--- src/rtl/drop_ctrl.sv ---
// drop_ctrl: Connect Four cursor/turn controller that animates a falling piece and emits a one-cycle board write on landing.
module drop_ctrl #(
  parameter int CELL = 75,
  parameter int X_BASE = 0,
  parameter int Y_BASE = 75,
  parameter int FALL_STEP = 15,
  parameter logic [7:0] KEY_LEFT = 8'h04,
  parameter logic [7:0] KEY_RIGHT = 8'h07,
  parameter logic [7:0] KEY_DROP = 8'h2C
) (
  input  logic       frame_clk,
  input  logic       Reset,
  input  logic [7:0] keycode,
  output logic [9:0] PieceX,
  output logic [9:0] PieceY,
  output logic [2:0] cur_col,
  output logic       turn,
  output logic       busy,
  output logic       cell_we,
  output logic [2:0] cell_row,
  output logic [2:0] cell_col,
  output logic       cell_player,
  output logic       drop_rej,
  output logic       board_full
);
  localparam logic [1:0] IDLE = 2'd0, FALL = 2'd1, LAND = 2'd2;
  logic [1:0] state;
  logic [7:0] key_prev;
  logic [2:0] height [0:6];
  logic [2:0] tgt_row;
  logic [5:0] count;
  logic       press, act, col_full;
  logic [9:0] tgt_y, next_y;
  assign press = (keycode != 8'd0) && (key_prev == 8'd0);
  assign act = (state == IDLE) && press && !board_full;
  assign col_full = height[cur_col] == 3'd6;
  assign tgt_y = 10'(Y_BASE) + 10'(tgt_row) * 10'(CELL);
  assign next_y = PieceY + 10'(FALL_STEP);
  assign PieceX = 10'(X_BASE) + 10'(cur_col) * 10'(CELL);
  assign busy = state != IDLE;
  assign cell_we = state == LAND;
  assign cell_row = cell_we ? tgt_row : 3'd0;
  assign cell_col = cell_we ? cur_col : 3'd0;
  assign cell_player = cell_we ? turn : 1'b0;
  always_ff @(posedge frame_clk or negedge Reset) begin
    if (!Reset) begin
      state <= IDLE;
      key_prev <= 8'd0;
      cur_col <= 3'd0;
      turn <= 1'b0;
      tgt_row <= 3'd0;
      count <= 6'd0;
      PieceY <= 10'd0;
      drop_rej <= 1'b0;
      board_full <= 1'b0;
      for (int i = 0; i < 7; i++) height[i] <= 3'd0;
    end else begin
      key_prev <= keycode;
      drop_rej <= act && keycode == KEY_DROP && col_full;
      case (state)
        IDLE: if (act) begin
          if (keycode == KEY_LEFT && cur_col != 3'd0) cur_col <= cur_col - 3'd1;
          if (keycode == KEY_RIGHT && cur_col != 3'd6) cur_col <= cur_col + 3'd1;
          if (keycode == KEY_DROP && !col_full) begin
            tgt_row <= 3'd5 - height[cur_col];
            state <= FALL;
          end
        end
        FALL: if (next_y >= tgt_y) begin
          PieceY <= tgt_y;
          state <= LAND;
        end else PieceY <= next_y;
        LAND: begin
          height[cur_col] <= height[cur_col] + 3'd1;
          turn <= ~turn;
          PieceY <= 10'd0;
          count <= count + 6'd1;
          board_full <= count == 6'd41;
          state <= IDLE;
        end
        default: state <= IDLE;
      endcase
    end
  end
endmodule

--- config.mk ---
export PLATFORM = sky130hd
export DESIGN_NAME = drop_ctrl
export DESIGN_NICKNAME = d
export VERILOG_FILES = /design/src/rtl/drop_ctrl.sv
export SDC_FILE = /design/constraint.sdc
export NUM_CORES = 1
export LEC_CHECK = 0
export CAP_MARGIN = 40
export CORE_MARGIN = 3
export CORE_UTILIZATION = 47
export CTS_CLUSTER_SIZE = 40
export DETAILED_ROUTE_END_ITERATION = 10
export MAX_ROUTING_LAYER = met4
export PLACE_DENSITY_LB_ADDON = 0.2
export SYNTH_ARGS = -nofsm -noshare
export SYNTH_HDL_FRONTEND = slang
export SYNTH_SLANG_ARGS = --single-unit
--- constraint.sdc ---
create_clock -name frame_clk -period 4.4 [get_ports frame_clk]
set_input_delay 0.66 -clock frame_clk [delete_from_list [all_inputs] [get_ports frame_clk]]
set_output_delay 0.66 -clock frame_clk [all_outputs]
set_load 0.05 [all_outputs]
==> out/metrics.yaml, run 1 <==
status: "complete, no violations"
wire_per_inst_um: 14.7
cp.required_ns: 4.64
combPwrFrac_pct: 18.5
cts.sinks: 56
period_needed_ns: 4.06
antenna_left: 0
hold_viol: 0
post_cts_buffers: 0
grt_pass1_vias: 2757
crit_fanout: 21
synth_top_area_cell: "dfrtp_1"
seqCellArea_um2: 1400
grt.total_usage_pct: 19.0
die_x_um: 93.8
io_buffers: 44
skew_ns: 0.0179
fin_tns_setup_ns: 0
r2r_end: "PieceY[4]"
grt_pass1_wl_um: 13000
cts_tree: "yes"
dp_hpwl_um: 5610
rrSetupSlack_ns: 0.34
clockRootBuffer: "clkbuf_8"
cts_hold_buf: 0
num_vias: 2753
netlist_instances: 374
start_kind: "flop"
synth_area_leaders: "dfrtp_1 39%, ha_1 14%, nand2_1 4.9%, o21ai_0 4.6%, xnor2_1 4.1%"
yosysSeqAreaShare_pct: 38.7
synth_seq_cells: 56
final-max-slew-violation-count: 0
place_area_um2: 4180
synth-edff-count: 0
grt_setup_unrepaired: "false"
tightest_slew_ns: 0.725
gp_congestion: 0.884
hold_class: "in -> async"
switching_power_mw: 0.292
antenna_found_initial: 0
rows: 31
htree_levels: 2
cts_buffer_depth: 2
fill_cells: 676
clockPowerShare_pct: 29.1
ir_drop_v: 0.000154
syn_avg_cell_area_um2: 9.69
timing.rr.start: "tgt_row[1]"
drt_iter0_markers: 88
relSlewSlack_pct: 51.7
reg2reg_depth: 14
nNetsFinal: 475
io_pins: 45
area_delta_synth_final_pct: 17.9
drt-total-wl_um: 7640
synth_nets: 428
path_clk_slew_ns: 0.11
drive_above_1_share_pct: 6.16
cts_resized: 0
yosys_warnings: 0
ys.flop_type: "dfrtp_1"
fmax_ghz: 0.246
n_antenna_cell: 0
internal_power_mw: 0.735
die_area_um2: 8800
stdcell_area_um2: 4280
drc: 0
final-setup-viol-count: 0
pwr-share-seq_pct: 52.3
yosysTopAreaCellShare_pct: 38.7
vias_per_cell: 5.28
cap_violations: 0
powerDensity_nw_per_um2: 240
p_leak_nw: 1.96
synth_area_um2: 3620
grt_start_max_net_pins: 57
yosysUniqueCellTypes: 55
clock_latency_ns: 0.32
worstSetupPathType: "reg -> reg"
die_h_um: 93.8
core-area_um2: 7370
cp_data_arrival_time_ns: 4.30
cp-end-kind: "flop"
cts_buffers: 5
overflow: 0
swShare_pct: 28.4
firstDrtPassIters: 5
fin_crit_sh_pct: 92.3
ys_async_sr_fraction_pct: 100
start_util_pct: 49.2
multiInputGateArea_um2: 2070
## power by group through the flow
stage               Combinational [mW]  Clock (mW)  Sequential, mW
floorplan                        0.108           0           0.565
global placement                 0.185           0           0.547
detailed placement               0.191           0           0.548
CTS                              0.192       0.309           0.537
global route                     0.216       0.324           0.539
finish                           0.190       0.299           0.537
## kinds of logic after synthesis
| logic type | Yosys count | synth area share (%) |
|---|---|---|
| AND/OR/NAND/NOR | 113 | 15.5 |
| AO/OA/AOI/OAI | 82 | 14.0 |
| flip-flops | 56 | 38.7 |
| adder cells (fa/ha/maj) | 44 | 15.8 |
| buffers and inverters | 37 | 4.21 |
| XOR/XNOR | 26 | 6.28 |
| multiplexers | 16 | 5.59 |
## worst max-delay path by stage
stage,from,to,slack (ns),cells after the start
2_1_floorplan,cur_col[2],PieceX[8],0.73,7
3_3_place_gp,tgt_row[1],PieceY[4],0.52,14
3_5_place_dp,tgt_row[1],PieceY[4],0.38,14
4_1_cts,tgt_row[1],PieceY[4],0.36,14
5_1_grt,tgt_row[1],PieceY[4],0.08,14
6_report,tgt_row[1],PieceY[4],0.34,14
## layout by cell type (no fill, tap or decap), drive strengths merged, types with 9 or more instances in the layout
master / synthesis / layout
xor2: 9 / 9
xnor2: 17 / 17
nand2: 47 / 47
ha: 41 / 41
nor2: 17 / 17
clkdlybuf4s50: 0 / 43
nand2b: 11 / 11
dfrtp: 56 / 56
o21ai: 34 / 34
a21oi: 14 / 14
inv: 25 / 25
mux2i: 9 / 9
and2: 9 / 9
## per-stage QoR
step | setup slack, ns | hold WS, ns | power [mW] | util (%) | std cells
floorplan | 0.731 | 0.364 | 0.673 | - | 374
global placement | 0.517 | 0.455 | 0.732 | 56.7 | 513
detailed placement | 0.384 | 0.464 | 0.738 | 56.7 | 513
CTS | 0.356 | 0.478 | 1.04 | 58.0 | 521
global route | 0.0816 | 0.512 | 1.08 | 58.0 | 521
finish | 0.338 | 0.450 | 1.03 | 58.0 | 521
## critical path, cell delays in order (launching register included)
cell      delay (ns)
dfrtp_1         0.50
inv_1           0.14
ha_1            0.34
xnor2_1         0.25
ha_1            0.30
a211oi_1        0.25
o21bai_1        0.12
o31a_1          0.25
xnor2_1         0.15
ha_1            0.30
nand2_1         0.07
o21ai_0         0.15
a21o_1          0.58
mux2_2          0.41
o221ai_1        0.18
## cell usage after synthesis, drive strengths merged (7+ instances only)
cell type  number
ha             41
inv            25
xnor2          17
nand2b         11
a21oi          14
xor2            9
clkbuf          7
nand2          47
dfrtp          56
mux2i           9
a21o            7
and2            9
o21ai          34
nor2           17
## final cells by class
type                       count  area share [%]
multi-input combinational    281            48.4
clock inverter                 1           0.176
inverter                      26            2.28
sequential                    56            32.8
tap                           99            2.90
timing repair buffer          51            11.4
clock buffer                   7            2.02
## metal layers
| metal | up-vias | routed length (µm) | share of wire, % | global-route usage (%) |
|---|---|---|---|---|
| met2 | 46 | 3590 | 47 | 30.9 |
| met3 | 7 | 211 | 2.8 | 2.80 |
| met1 | 1320 | 3720 | 49 | 24.7 |
| met5 | - | 0 | 0 | - |
| met4 | 0 | 117 | 1.5 | 5.54 |
| li1 | 1380 | - | - | - |
## state kept, by name (all words and copies together) (netlist names)
name	count
drop_rej	1
state	2
cur_col	3
height	21
board_full	1
PieceY	10
tgt_row	3
key_prev	8
count	6
turn	1
No activity file was read; power rests on OpenSTA's default activity.
==> run 2: changes to the inputs <==
HOLD_SLACK_MARGIN = 0.05   (was unset)
==> results of run 2 <==
No change in the layout: final DEF, timing and power equal those of run 1.
